`config.mk`:
```
export PLATFORM = sky130hd
export DESIGN_NAME = mult_div_unit
export DESIGN_NICKNAME = d
export VERILOG_FILES = /design/src/rtl/mult_div_pkg.sv /design/src/rtl/mult_div_step.sv /design/src/rtl/mult_div_unit.sv
export SDC_FILE = /design/constraint.sdc
export NUM_CORES = 1
export LEC_CHECK = 0
export ABC_AREA = 1
export BUFFER_PORTS_ARGS = -buffer_cell sky130_fd_sc_hd__buf_4
export CAP_MARGIN = 20
export CELL_PAD_IN_SITES_DETAIL_PLACEMENT = 0
export CELL_PAD_IN_SITES_GLOBAL_PLACEMENT = 1
export CORE_MARGIN = 3
export CORE_UTILIZATION = 44
export CTS_CLUSTER_DIAMETER = 50
export DETAILED_ROUTE_END_ITERATION = 6
export PLACE_DENSITY_LB_ADDON = 0.1
export RECOVER_POWER = 25
export SLEW_MARGIN = 40
export SYNTH_ARGS = -nofsm -noshare
export SYNTH_HDL_FRONTEND = slang
export SYNTH_SLANG_ARGS = --single-unit
export TNS_END_PERCENT = 30
```
`constraint.sdc`:
```
create_clock -name clk -period 3.7 [get_ports clk]
set_clock_uncertainty 0.15 [all_clocks]
set_input_delay 0.74 -clock clk [delete_from_list [all_inputs] [get_ports clk]]
set_output_delay 0.74 -clock clk [all_outputs]
set_load 0.01 [all_outputs]
```
`src/rtl/mult_div_pkg.sv`:
```
// Shared encodings and control bundle for the iterative MIPS multiply/divide unit.
package mult_div_pkg;

    localparam int DEFAULT_WIDTH = 32;

    typedef enum logic [1:0] {
        OP_MULT  = 2'b00,
        OP_MULTU = 2'b01,
        OP_DIV   = 2'b10,
        OP_DIVU  = 2'b11
    } op_e;

    typedef enum logic [1:0] {
        S_IDLE = 2'b00,
        S_RUN  = 2'b01,
        S_FIX  = 2'b10,
        S_DONE = 2'b11
    } state_e;

    // Per-operation flags captured with start and consumed in FIX.
    typedef struct packed {
        logic is_div;
        logic b_zero;
        logic neg_res;
        logic neg_rem;
    } ctl_t;

    function automatic logic op_signed(input op_e o);
        return (o == OP_MULT) || (o == OP_DIV);
    endfunction

    function automatic logic op_is_div(input op_e o);
        return (o == OP_DIV) || (o == OP_DIVU);
    endfunction

endpackage

```
`src/rtl/mult_div_step.sv`:
```
// One combinational iteration: shift-add multiply (LSB-first) or restoring divide (MSB-first).
module mult_div_step
    import mult_div_pkg::*;
#(
    parameter int WIDTH = DEFAULT_WIDTH
) (
    input  logic                 is_div,
    input  logic [2*WIDTH-1:0]   acc_i,
    input  logic [2*WIDTH-1:0]   mc_i,
    input  logic [WIDTH-1:0]     opnd_i,
    output logic [2*WIDTH-1:0]   acc_o,
    output logic [2*WIDTH-1:0]   mc_o,
    output logic [WIDTH-1:0]     opnd_o,
    output logic                 qbit_o
);

    logic [WIDTH:0]   rem_sh;
    logic [WIDTH+1:0] diff;

    always_comb begin
        acc_o  = acc_i;
        mc_o   = mc_i;
        opnd_o = opnd_i;
        qbit_o = 1'b0;
        // Partial remainder always stays below the divisor, so W bits hold it after the step.
        rem_sh = {acc_i[WIDTH-1:0], opnd_i[WIDTH-1]};
        diff   = {1'b0, rem_sh} - {2'b00, mc_i[WIDTH-1:0]};
        if (is_div) begin
            qbit_o = ~diff[WIDTH+1];
            acc_o  = {{WIDTH{1'b0}}, (qbit_o ? diff[WIDTH-1:0] : rem_sh[WIDTH-1:0])};
            opnd_o = {opnd_i[WIDTH-2:0], 1'b0};
        end else begin
            acc_o  = acc_i + (opnd_i[0] ? mc_i : {(2*WIDTH){1'b0}});
            mc_o   = {mc_i[2*WIDTH-2:0], 1'b0};
            opnd_o = {1'b0, opnd_i[WIDTH-1:1]};
        end
    end

endmodule

```
`src/rtl/mult_div_unit.sv`:
```
// Iterative MULT/MULTU/DIV/DIVU unit feeding HI/LO with a start/busy/done handshake.
// Define MULT_DIV_EARLY_OUT_EN to end RUN early on exhausted multipliers and zero divisors.
module mult_div_unit
    import mult_div_pkg::*;
#(
    parameter int WIDTH = DEFAULT_WIDTH
) (
    input  logic             clk,
    input  logic             rst,
    input  logic             start,
    input  logic [1:0]       op,
    input  logic [WIDTH-1:0] a,
    input  logic [WIDTH-1:0] b,
    output logic             busy,
    output logic             done,
    output logic [WIDTH-1:0] hi,
    output logic [WIDTH-1:0] lo,
    output logic             div_by_zero
);

    localparam int CW = $clog2(WIDTH) + 1;

    state_e             state, state_nx;
    ctl_t               ctl, ctl_in;
    op_e                op_in;
    logic               accept, last, early;
    logic [WIDTH-1:0]   a_mag, b_mag, a_raw;
    logic [2*WIDTH-1:0] acc, mc, acc_nx, mc_nx;
    logic [WIDTH-1:0]   opnd, opnd_nx;
    logic               qbit;
    logic [CW-1:0]      cnt;
    logic [2*WIDTH-1:0] prod;
    logic [WIDTH-1:0]   quo, rem, hi_fix, lo_fix;

    assign op_in  = op_e'(op);
    assign accept = start && ((state == S_IDLE) || (state == S_DONE));
    assign last   = (cnt == CW'(WIDTH - 1));

    always_comb begin
        a_mag          = (op_signed(op_in) && a[WIDTH-1]) ? -a : a;
        b_mag          = (op_signed(op_in) && b[WIDTH-1]) ? -b : b;
        ctl_in.is_div  = op_is_div(op_in);
        ctl_in.b_zero  = (b == '0);
        ctl_in.neg_res = op_signed(op_in) && (a[WIDTH-1] ^ b[WIDTH-1]);
        ctl_in.neg_rem = op_signed(op_in) && a[WIDTH-1];
    end

    mult_div_step #(.WIDTH(WIDTH)) u_step (
        .is_div (ctl.is_div),
        .acc_i  (acc),
        .mc_i   (mc),
        .opnd_i (opnd),
        .acc_o  (acc_nx),
        .mc_o   (mc_nx),
        .opnd_o (opnd_nx),
        .qbit_o (qbit)
    );

`ifdef MULT_DIV_EARLY_OUT_EN
    // Once no multiplier bits remain, acc_nx already holds the full product.
    assign early = ctl.is_div ? ctl.b_zero : (opnd_nx == '0);
`else
    assign early = 1'b0;
`endif

    always_ff @(posedge clk or negedge rst) begin
        if (!rst) state <= S_IDLE;
        else      state <= state_nx;
    end

    always_comb begin
        state_nx = state;
        busy     = 1'b0;
        done     = 1'b0;
        case (state)
            S_IDLE: if (start) state_nx = S_RUN;
            S_RUN: begin
                busy = 1'b1;
                if (last || early) state_nx = S_FIX;
            end
            S_FIX: begin
                busy     = 1'b1;
                state_nx = S_DONE;
            end
            S_DONE: begin
                done     = 1'b1;
                state_nx = start ? S_RUN : S_IDLE;
            end
            default: state_nx = S_IDLE;
        endcase
    end

    // Sign correction; a zero divisor bypasses it and returns the raw dividend.
    always_comb begin
        prod           = ctl.neg_res ? -acc : acc;
        quo            = ctl.neg_res ? -opnd : opnd;
        rem            = ctl.neg_rem ? -acc[WIDTH-1:0] : acc[WIDTH-1:0];
        {hi_fix, lo_fix} = prod;
        if (ctl.is_div) begin
            if (ctl.b_zero) begin
                hi_fix = a_raw;
                lo_fix = '1;
            end else begin
                hi_fix = rem;
                lo_fix = quo;
            end
        end
    end

    always_ff @(posedge clk or negedge rst) begin
        if (!rst) begin
            ctl         <= '0;
            acc         <= '0;
            mc          <= '0;
            opnd        <= '0;
            a_raw       <= '0;
            cnt         <= '0;
            hi          <= '0;
            lo          <= '0;
            div_by_zero <= 1'b0;
        end else if (accept) begin
            ctl         <= ctl_in;
            acc         <= '0;
            mc          <= {{WIDTH{1'b0}}, (ctl_in.is_div ? b_mag : a_mag)};
            opnd        <= ctl_in.is_div ? a_mag : b_mag;
            a_raw       <= a;
            cnt         <= '0;
            div_by_zero <= 1'b0;
        end else if (state == S_RUN) begin
            acc  <= acc_nx;
            mc   <= mc_nx;
            opnd <= ctl.is_div ? {opnd_nx[WIDTH-1:1], qbit} : opnd_nx;
            cnt  <= cnt + 1'b1;
        end else if (state == S_FIX) begin
            hi          <= hi_fix;
            lo          <= lo_fix;
            div_by_zero <= ctl.is_div && ctl.b_zero;
        end
    end

endmodule
```
# After elaboration in Yosys (flattened, before gate mapping)
# Cells that the tools add are included.
[word_totals]
reg_bits = 269
input_bits = 69
out_inout_bits = 67
word_cells = 87
[classes]
n_addsub = 8
n_eq_ne = 10
muxes = 34
n_bitwise = 4
reduce_logical = 18
[op_table]
columns = ["operator", "n"]
rows = [
  ["$mux W64", 8],
  ["$mux W32", 14],
  ["$neg A32 Y32", 4],
  ["$add A64 B64 Y64", 1],
  ["$neg A64 Y64", 1],
  ["$sub A33 B32 Y34", 1],
  ["$logic_not A32 Y1", 1],
  ["$mux W6", 2],
  ["$eq A2 B2 Y1 const B", 4],
  ["$pmux W2 S4", 1],
  ["$mux W1", 7],
  ["$add A6 B1 Y6 const B", 1],
  ["$eq A6 B5 Y1 const B", 1],
  ["$ne A2 B2 Y1 const B", 3],
  ["$reduce_and A2 Y1", 3],
  ["$logic_and A1 B1 Y1", 5],
  ["$logic_not A2 Y1", 2],
  ["$mux W2", 2],
  ["$reduce_bool A2 Y1", 2],
  ["$logic_or A1 B1 Y1", 3],
  ["$not A1 Y1", 3],
  ["$reduce_and A3 Y1", 1],
  ["$eq A2 B1 Y1 const B", 1],
  ["$ne A2 B1 Y1 const B", 1],
  ["2 further kinds", 2],
]

# Depth between registers and ports, before layout
# Gate-level depths: netlist of the first run.
[depth]
word_depth = 6
ltp_mapped = 19

# Hierarchy
# A second synthesis of the first run with hierarchy kept.
[hier_totals]
cells_unflattened = 5137
area_unflattened_um2 = 28690.0
[modules_own_cells]
columns = ["module", "n_inst", "cells_each", "area_each_um2", "seq_area_each_um2"]
rows = [
  ["mult_div_unit", 1, 2654, 17699.5, 6731.5],
  ["mult_div_step", 1, 2483, 10990.5, 0.0],
]

# Worst setup path after synthesis of the first run
# No wires, ideal clock.
[synth_path]
kind = "reg-to-reg"
start = "reg opnd[0]"
end = "reg acc[60]"
setup_time_ns = 0.117
arrival_ns = 2.493
t_required_ns = 3.433
slack_ns = 0.940
stages_incl_launch_ff = 20
period_less_slack_ns = 2.760
path_cell_list = "dfrtp_1 -> clkbuf_1 -> clkbuf_1 -> nand2_1 -> inv_1 -> ha_1 -> inv_1 -> fa_1 -> inv_1 -> nand3_1 -> nand3_1 -> nand3_1 -> nand3_1 -> nand3_1 -> nand2_1 -> nand2_1 -> nand2_1 -> nand2_1 -> nand3_1 -> nand2_1"
[synth_between]
elab_chain_cells = 5
[synth_rtl]
columns = ["item", "line_no", "source"]
rows = [
  ["from (decl)", "mult_div_unit.sv:29", "logic [WIDTH-1:0] opnd, opnd_nx;"],
  ["from (signal assigned)", "mult_div_unit.sv:125", "opnd <= ctl_in.is_div ? a_mag : b_mag;"],
  ["from (signal assigned)", "mult_div_unit.sv:132", "opnd <= ctl.is_div ? {opnd_nx[WIDTH-1:1], qbit} : opnd_nx;"],
  ["$mux W64", "mult_div_step.sv:33", "acc_o = acc_i + (opnd_i[0] ? mc_i : {(2*WIDTH){1'b0}});"],
  ["$add A64 B64 Y64", "mult_div_step.sv:33", ""],
  ["$mux W64", "mult_div_step.sv:28", "if (is_div) begin"],
  ["$mux W64", "mult_div_unit.sv:129", "end else if (state == S_RUN) begin"],
  ["$mux W64", "mult_div_unit.sv:121", "end else if (accept) begin"],
  ["to (signal assigned)", "mult_div_unit.sv:130", "acc <= acc_nx;"],
  ["to (decl)", "mult_div_unit.sv:28", "logic [2*WIDTH-1:0] acc, mc, acc_nx, mc_nx;"],
]
# Every way passes these cells. The select of a mux whose other input is x is not followed.
# A chain may end at the register's enable or synchronous reset.

# Worst setup path in the final report of the first run
[layout_path]
start = "reg state[1]"
end = "reg mc[12]"
[layout_between]
elab_chain_cells = 5
[layout_rtl]
columns = ["item", "line_no", "source"]
rows = [
  ["from (decl)", "mult_div_unit.sv:23", "state_e state, state_nx;"],
  ["from (signal assigned)", "mult_div_unit.sv:68", "else state <= state_nx;"],
  ["$eq A2 B2 Y1 or $logic_not A2 Y1 (tied branches)", "mult_div_unit.sv:36", "assign accept = start && ((state == S_IDLE) || (state == S_DONE));"],
  ["$logic_or A1 B1 Y1", "mult_div_unit.sv:36", ""],
  ["$logic_and A1 B1 Y1", "mult_div_unit.sv:36", ""],
  ["$ne A2 B1 Y1 (no line) or $reduce_bool A2 Y1 (tied branches)", "--", ""],
  ["$reduce_and A2 Y1 (no line)", "--", ""],
  ["to (signal assigned)", "mult_div_unit.sv:124", "mc <= {{WIDTH{1'b0}}, (ctl_in.is_div ? b_mag : a_mag)};"],
  ["to (signal assigned)", "mult_div_unit.sv:131", "mc <= mc_nx;"],
  ["to (decl)", "mult_div_unit.sv:28", ""],
]
# Parallel ways exist; a longest one is shown, timed or not.

==> results of run 1 <==
-- Yosys cell counts, drive strengths merged, types with 2 or more instances --
cell type / n / area share [%]
clkinv: 7 / 0.099
o22ai: 66 / 1.6
nand2: 1651 / 24
o21ai: 217 / 4.2
nand4: 44 / 1.0
a21boi: 19 / 0.54
nand3b: 39 / 1.1
ha: 105 / 5.0
nor3: 45 / 0.89
a22o: 2 / 0.066
fa: 2 / 0.15
o311ai: 2 / 0.066
xnor2: 23 / 0.76
o21bai: 9 / 0.25
o21a: 12 / 0.34
xor2: 71 / 2.3
o221ai: 21 / 0.69
dfrtp: 269 / 25
o211ai: 18 / 0.51
and2: 5 / 0.12
buf: 45 / 0.92
nor4: 3 / 0.071
nand3: 364 / 6.9
a221oi: 9 / 0.30
a211o: 2 / 0.066
clkbuf: 89 / 1.3
inv: 763 / 11
a31oi: 6 / 0.14
nor2: 360 / 5.4
a22oi: 3 / 0.085
o31ai: 4 / 0.11
a21oi: 222 / 4.2
a2bb2oi: 12 / 0.40
o2111ai: 3 / 0.099
or2: 23 / 0.54
-- flip-flops by register name, indices dropped and copies added, names as in the netlist --
register	cells
cnt	6
a_raw	32
ctl	4
acc	64
div_by_zero	1
mc	64
hi	32
opnd	32
state	2
lo	32
-- layout by cell type, fill, tap and decap left out, types with 10 or more instances in the layout --
master,count
dfrtp_1,267
a21boi_0,10
nand2_1,1640
clkbuf_16,46
or2_2,23
a2bb2oi_1,12
buf_4,198
nand4_1,44
nor2_1,339
xor2_1,71
buf_12,12
nor2_2,13
o21a_1,12
o22ai_1,66
nor3_1,43
nand3_1,361
nand3b_1,39
xnor2_1,23
ha_1,105
inv_1,750
o221ai_1,21
o211ai_1,18
a21oi_1,220
o21ai_1,16
inv_2,13
o21ai_0,194
-- final timing paths --
kind | from | endpoint | depth (start not counted)
min in group asynchronous | rst | acc[50]$_DFFE_PN0P_ | 2
max reg2reg | state[1]$_DFFE_PN0P_ | mc[12]$_DFFE_PN0P_ | 11
min reg2reg | lo[25]$_DFFE_PN0P_ | lo[25]$_DFFE_PN0P_ | 2
max in group asynchronous | rst | acc[35]$_DFFE_PN0P_ | 3
max | state[1]$_DFFE_PN0P_ | mc[12]$_DFFE_PN0P_ | 11
min | a[7] | a_raw[7]$_DFFE_PN0P_ | 3
-- report_power, final --
part / internal, uW / leakage (uW) / switching (uW)
logic: 5190 / 0.0126 / 11800
clock network: 2940 / 0.000801 / 1740
registers: 4080 / 0.00342 / 1360
-- through the flow --
step           instances  area (um^2)  hold slack (ns)  worst slack (ns)
4_1_cts             5474        30400            0.222             0.592
5_1_grt             5474        30300            0.247             0.268
2_1_floorplan       4538        26500            0.294             0.940
3_5_place_dp        5389        28700            0.318             0.179
3_3_place_gp        5389        28700            0.317             0.119
6_report            5475        30300            0.247             0.427
-- per-layer routing --
metal,vias to the layer above,GRT usage (%),share of wire (%),wire (um)
li1,14600,-,-,-
met1,14000,51.3,42,51600
met2,1372,58.2,43,52200
met3,294,7.33,9.0,11000
met4,4,18.8,5.7,7000
met5,-,0,0.026,32
-- cell type report --
cell class                 count  area share, %
sequential                   269           22.2
timing repair buffer         213           5.76
tap                          773           3.19
clock buffer                  53           3.98
multi-input combinational   3365           53.9
clock inverter                31           1.44
antenna                        1        0.00825
inverter                     770           9.53
-- logic make-up after synthesis --
logic type | after synthesis | synth area share, %
and+or+nand+nor | 2534 | 39.6
buffers and inverters | 904 | 13.1
AOI/OAI and AO/OA | 630 | 13.8
DFF | 269 | 25.4
adders and majority gates | 107 | 5.10
xor gates and xnor gates | 94 | 3.10
-- worst max-delay path, delay by kind of cell (launching register included) --
family	cells	cell delay, ns
AOI/OAI and AO/OA	2	0.56
and+or+nand+nor	3	0.60
DFF	1	0.41
buffers and inverters	5	1.06
adders and majority gates	1	0.30
-- what timing repair did --
item / 4_1_cts / 5_1_grt
gates resized for setup: 0 / 0
hold buffers: 1 / 0
endpoints found under the setup margin: 0 / 0
endpoints found under the hold margin: 1 / 0
==> Flow_metrics.wiki, run 1 <==
{| class="wikitable"
! Metric !! Value
|-
| Final setup vio count || 0
|-
| Crit share post-route || 88.5%
|-
| Type of destination of the critical path || flip-flop
|-
| Worst slew pin tran || 2.24 ns
|-
| Number of global-route vias before repair || 28900
|-
| FFs w/ async S/R, synth || 100%
|-
| Pin count of the biggest net entering global routing || 104
|-
| YS warnings || 0
|-
| Cell mode on critical path || nand2_1
|-
| Antenna violations before repair || 2
|-
| Setup repair after global routing missed its margin || false
|-
| Average wire length per cell after detail routing || 22.3 um
|-
| Global-route wire length before repair || 182000 um
|-
| Final number of max-transition violations || 69
|-
| Top flip-flop cell by instance count after synthesis || dfrtp_1
|-
| Number of filler instances in the final layout || 6459
|-
| DIE AREA || 63300 um^2
|-
| Clock latency at the later pin of the worst-skew pair || 0.59 ns
|-
| Fraction of layout cells with a size suffix above 1 || 8.02%
|-
| Die W || 252 um
|-
| Htree depth || 2
|-
| Flip-flop and latch area || 6740 um^2
|-
| Max-cap check violation count || 1
|-
| HPWL after detailed placement || 99500 um
|-
| Post-layout net count || 4841
|-
| Fin util || 51.1%
|-
| Clock buffers created by TritonCTS || 46
|-
| Number of standard-cell rows in the floorplan || 89
|-
| Slew headroom || -49.2%
|-
| Starting Density || 44.7%
|-
| WS Path Type || flip-flop to flip-flop
|-
| Post-detailed-route DRC marker count || 0
|-
| Largest stage delay on the critical path || 0.41 ns
|-
| # port buffers || 135
|-
| Top-Level Pins || 136
|-
| Final TNS setup || 0 ns
|-
| Vias || 30300
|-
| Drt first-iter violations || 3242
|-
| Clock tree from TritonCTS || built
|-
| Run status || finished with violations
|-
| Number of endpoints with negative hold slack in the final report || 0
|-
| Number of routed nets with antenna violations || 0
|-
| Post-Syn Nets || 4714
|-
| Hold/Removal Path Class || primary input to flip-flop
|-
| Area added between synthesis and finish || 14.3%
|-
| Average vias per placed instance || 5.53
|-
| Die height || 252 um
|-
| Number of sinks on the clock net || 269
|-
| Total of flip-flops plus latches after synthesis || 269
|-
| Longest Clk Path Bufs || 3
|-
| Number of distinct library cells after synthesis || 56
|-
| Max stage delay cell, worst path || dfrtp_1
|-
| EDFF count, synth || 0
|-
| Worst voltage drop across the vdd grid || 0.000560 V
|-
| Post-CTS setup-driven buffer insertion count || 0
|-
| Post-layout power || 27100 uW
|-
| Register-to-register setup slack || 0.43 ns
|-
| Total track usage || 38.0%
|-
| Syn_area_per_cell || 5.85 um^2
|-
| WP data required || 3.95 ns
|-
| Cell Area, Synth || 26500 um^2
|-
| Total area of multi-input combinational cells || 16400 um^2
|-
| GPL Wtd Cong || 1.03
|-
| Cell leakage power || 0.0169 uW
|-
| Overflow left after global routing || 0
|-
| Failing checks || max-capacitance violations, max-slew violations
|-
| Highest net fanout along the worst path || 30
|-
| Gate count of the mapped netlist || 4538
|-
| Crit start category || flip-flop
|-
| Aggregate routed wire length || 122000 um
|-
| Sequential-to-total area share from yosys stat || 25.4%
|-
| Critical path, cell by cell || inv_1 > ha_1 > inv_1 > nand2_1 > buf_4 > nand2_1 > nand2_1 > inv_2 > buf_4 > o21ai_0 > o21ai_0
|-
| CTS clk-pin slew, worst paths || 0.06 ns
|-
| Iteration count of the initial detailed-routing pass || 6
|-
| Core Region || 59400 um^2
|-
| Worst endpoint data arrival time || 3.53 ns
|-
| Max frequency || 0.306 GHz
|-
| Cell Pwr Density || 892 nW/um^2
|-
| Root buffer cell || clkbuf_16
|-
| Tmin final || 3.27 ns
|}
Note: power is estimated with default switching activity, not from simulation.
==> run 2: changes to the inputs <==
--- a/config.mk
+++ b/config.mk
@@ -14,6 +14,7 @@
 export CORE_UTILIZATION = 44
 export CTS_CLUSTER_DIAMETER = 50
 export DETAILED_ROUTE_END_ITERATION = 6
+export GPL_TIMING_DRIVEN = 0
 export PLACE_DENSITY_LB_ADDON = 0.1
 export RECOVER_POWER = 25
 export SLEW_MARGIN = 40
==> Flow_metrics.wiki, run 2 (synthesis results as in run 1) <==
{| class="wikitable"
! Metric !! Value
|-
| Run status || finished with violations
|-
| Failing checks || negative setup slack
|-
| Clock tree from TritonCTS || built
|-
| Highest net fanout along the worst path || 10 (-67%)
|-
| Post-detailed-route DRC marker count || 0 (unchanged)
|-
| Average wire length per cell after detail routing || 23.5 um (+5.3%)
|-
| Tmin final || 3.75 ns (+0.474 ns)
|-
| Fin util || 50.8% (-0.32 points)
|-
| Min setup slack post-route || -0.0474 ns (-0.474 ns)
|-
| Register-to-register setup slack || -0.05 ns (-0.47 ns)
|-
| Hold/Removal Path Class || primary input to flip-flop
|-
| HPWL after detailed placement || 108000 um (+8.8%)
|-
| End point of the critical path || mc[12]$_DFFE_PN0P_
|-
| Type of destination of the critical path || flip-flop
|-
| Iteration count of the initial detailed-routing pass || 6 (unchanged)
|-
| Most frequent cells in the layout || 1639 x nand2_1, 751 x inv_1, 360 x nand3_1
|-
| Crit share post-route || 101% (+13 points)
|-
| CTS clk-pin slew, worst paths || 0.06 ns (about the same)
|-
| Capture instance of the worst register-to-register path || mc[12]$_DFFE_PN0P_
|-
| Overflow left after global routing || 0 (unchanged)
|-
| Setup repair after global routing missed its margin || true
|-
| Worst Reg2Reg Path Length in Cells || 10 (-1)
|-
| Worst endpoint data arrival time || 3.94 ns (+0.41 ns)
|-
| Total track usage || 40.1% (+2.1 points)
|-
| Cell Int Power || 11700 uW (-3.9%)
|-
| Area added between synthesis and finish || 13.6%
|-
| Global-route wire length before repair || 188000 um (+3.2%)
|-
| Drt first-iter violations || 3845 (+19%)
|-
| Root buffer cell || clkbuf_16
|-
| Most frequent standard cell in the layout excluding fill and tap cells || nand2_1
|-
| Post-CTS setup-driven buffer insertion count || 0 (unchanged)
|-
| Longest Clk Path Bufs || 3 (unchanged)
|-
| Fraction of layout cells with a size suffix above 1 || 7.17% (-0.85 points)
|-
| Slew headroom || 0.563% (+50 points)
|-
| Crit start category || flip-flop
|-
| Cell leakage power || 0.0167 uW (-0.85%)
|-
| Final number of max-transition violations || 0 (-100%)
|-
| Largest registers || acc (64), mc (64)
|-
| Max-cap check violation count || 0 (-1)
|-
| Number of standard-cell rows in the floorplan || 89 (unchanged)
|-
| Number of endpoints with negative hold slack in the final report || 0 (unchanged)
|-
| Number of sinks on the clock net || 269 (unchanged)
|-
| WS Path Type || flip-flop to flip-flop
|-
| Starting Density || 44.7% (unchanged)
|-
| Number of global-route vias before repair || 29100 (+0.82%)
|-
| Worst slew pin tran || 1.49 ns (-0.747 ns)
|-
| Net load switching power || 15800 uW (+6.1%)
|-
| Post-layout net count || 4899 (+1.2%)
|-
| Final setup vio count || 1 (+1)
|-
| Htree depth || 2 (unchanged)
|-
| Clock buffers created by TritonCTS || 43 (-6.5%)
|-
| Die W || 252 um (unchanged)
|-
| Number of routed nets with antenna violations || 0 (unchanged)
|-
| Average vias per placed instance || 5.63 (+1.7%)
|-
| DIE AREA || 63300 um^2 (unchanged)
|-
| Vias || 31100 (+2.7%)
|-
| Worst R2R Start || state[0]$_DFFE_PN0P_
|-
| Sw Ratio || 57.3% (+2.5 points)
|-
| Crit. Startpoint || state[0]$_DFFE_PN0P_
|-
| Share of total power in combinational logic || 63.6% (+1.0 points)
|-
| GPL Wtd Cong || 1.07 (+3.7%)
|-
| Pin count of the biggest net entering global routing || 65 (-38%)
|-
| Post-route worst hold slack || 0.250 ns (+0.00323 ns)
|-
| Core Region || 59400 um^2 (unchanged)
|-
| Top-Level Pins || 136 (unchanged)
|-
| Final TNS setup || -0.0474 ns (-0.0474 ns)
|-
| Sequential share of power || 20.7% (+0.6 points)
|-
| # port buffers || 135 (unchanged)
|-
| Aggregate routed wire length || 130000 um (+6.4%)
|-
| Die height || 252 um (unchanged)
|-
| Relative contribution of the clock network to total power || 15.7% (-1.6 points)
|-
| Cell Pwr Density || 912 nW/um^2 (+2.2%)
|-
| WP data required || 3.89 ns (-0.06 ns)
|-
| Flip-flop and latch area || 6730 um^2 (about the same)
|-
| Total area of multi-input combinational cells || 16300 um^2 (about the same)
|-
| Max frequency || 0.267 GHz (-13%)
|-
| Worst voltage drop across the vdd grid || 0.000427 V (-24%)
|-
| Antenna violations before repair || 4 (+2)
|-
| Number of filler instances in the final layout || 6514 (+0.85%)
|-
| Clock latency at the later pin of the worst-skew pair || 0.61 ns (+0.02 ns)
|}
[run 2: cell count changes in the layout (fill, tap and decap cells not counted), moves of 2 or more]
cell and change:
buf_16 +3, nor2_4 -3, buf_1 +12, nor2_2 +2
buf_6 +3, clkinvlp_4 +3, buf_2 +30, dfrtp_1 +2
buf_4 -64, clkinv_2 -3, clkbuf_1 +75, clkbuf_2 +8
bufinv_16 -4, buf_12 -11
[run 2: metal layers]
metal  share of wire [%]  vias to the layer above  global-route usage, %
li1                    -                    14700                      -
met1                  41                    14400                   52.8
met2                  44                     1602                   63.6
met3                 9.8                      350                   7.78
met4                 5.6                        2                   18.9
met5              0.0069                        -                      0
[run 2: what timing repair did]
action,in CTS,in global routing
hold buffers,1,0
endpoints found under the hold margin,46,0
gates resized for setup,4,11
setup endpoints to repair,40,24
[run 2: area by class of cell]
class / count / share of cell area [%]
Antenna cell: 1 / 0.00830
Buffer: 134 / 2.00
Clock buffer: 49 / 3.88
Clock inverter: 28 / 1.10
Inverter: 770 / 9.59
Multi-Input combinational cell: 3365 / 54.2
Sequential cell: 269 / 22.3
Tap cell: 773 / 3.21
Timing Repair Buffer: 140 / 3.68
[run 2: critical path, stage by stage (launching register included)]
cell,delay (ns)
dfrtp_1,0.40
inv_1,0.15
ha_1,0.27
inv_1,0.09
nand2_2,0.22
nand2_1,0.36
nand2_1,0.32
inv_2,0.16
buf_2,0.21
buf_1,0.73
o21ai_0,0.42
[run 2: worst min-delay path by stage]
stage | from | end | slack [ns] | depth (start not counted)
2_1_floorplan | rst | a_raw[0]$_DFFE_PN0P_ | 0.29 | 0
3_3_place_gp | a_raw[31]$_DFFE_PN0P_ | a_raw[31]$_DFFE_PN0P_ | 0.31 | 2
3_5_place_dp | lo[17]$_DFFE_PN0P_ | lo[17]$_DFFE_PN0P_ | 0.32 | 2
4_1_cts | a[7] | a_raw[7]$_DFFE_PN0P_ | 0.24 | 3
5_1_grt | a[15] | a_raw[15]$_DFFE_PN0P_ | 0.26 | 3
6_report | a[7] | a_raw[7]$_DFFE_PN0P_ | 0.25 | 3
[run 2: power by group through the flow]
stage | combinational [uW] | sequential (uW) | clock (uW)
floorplan | 10400 | 4940 | 0
global placement | 16800 | 5590 | 0
detailed placement | 16800 | 5600 | 0
CTS | 16900 | 5560 | 4340
global route | 18700 | 5710 | 4440
finish | 17500 | 5680 | 4330
[run 2: metrics by stage]
| stage | setup slack, ns | cell area, um^2 | std cells | total power, uW |
|---|---|---|---|---|
| floorplan | 0.940 | 26500 | 4538 | 15300 |
| global placement | -0.865 | 28500 | 5446 | 22400 |
| detailed placement | -0.467 | 28600 | 5450 | 22400 |
| CTS | 0.0121 | 30200 | 5528 | 26800 |
| global route | -0.0106 | 30100 | 5528 | 28900 |
| finish | -0.0474 | 30200 | 5529 | 27500 |
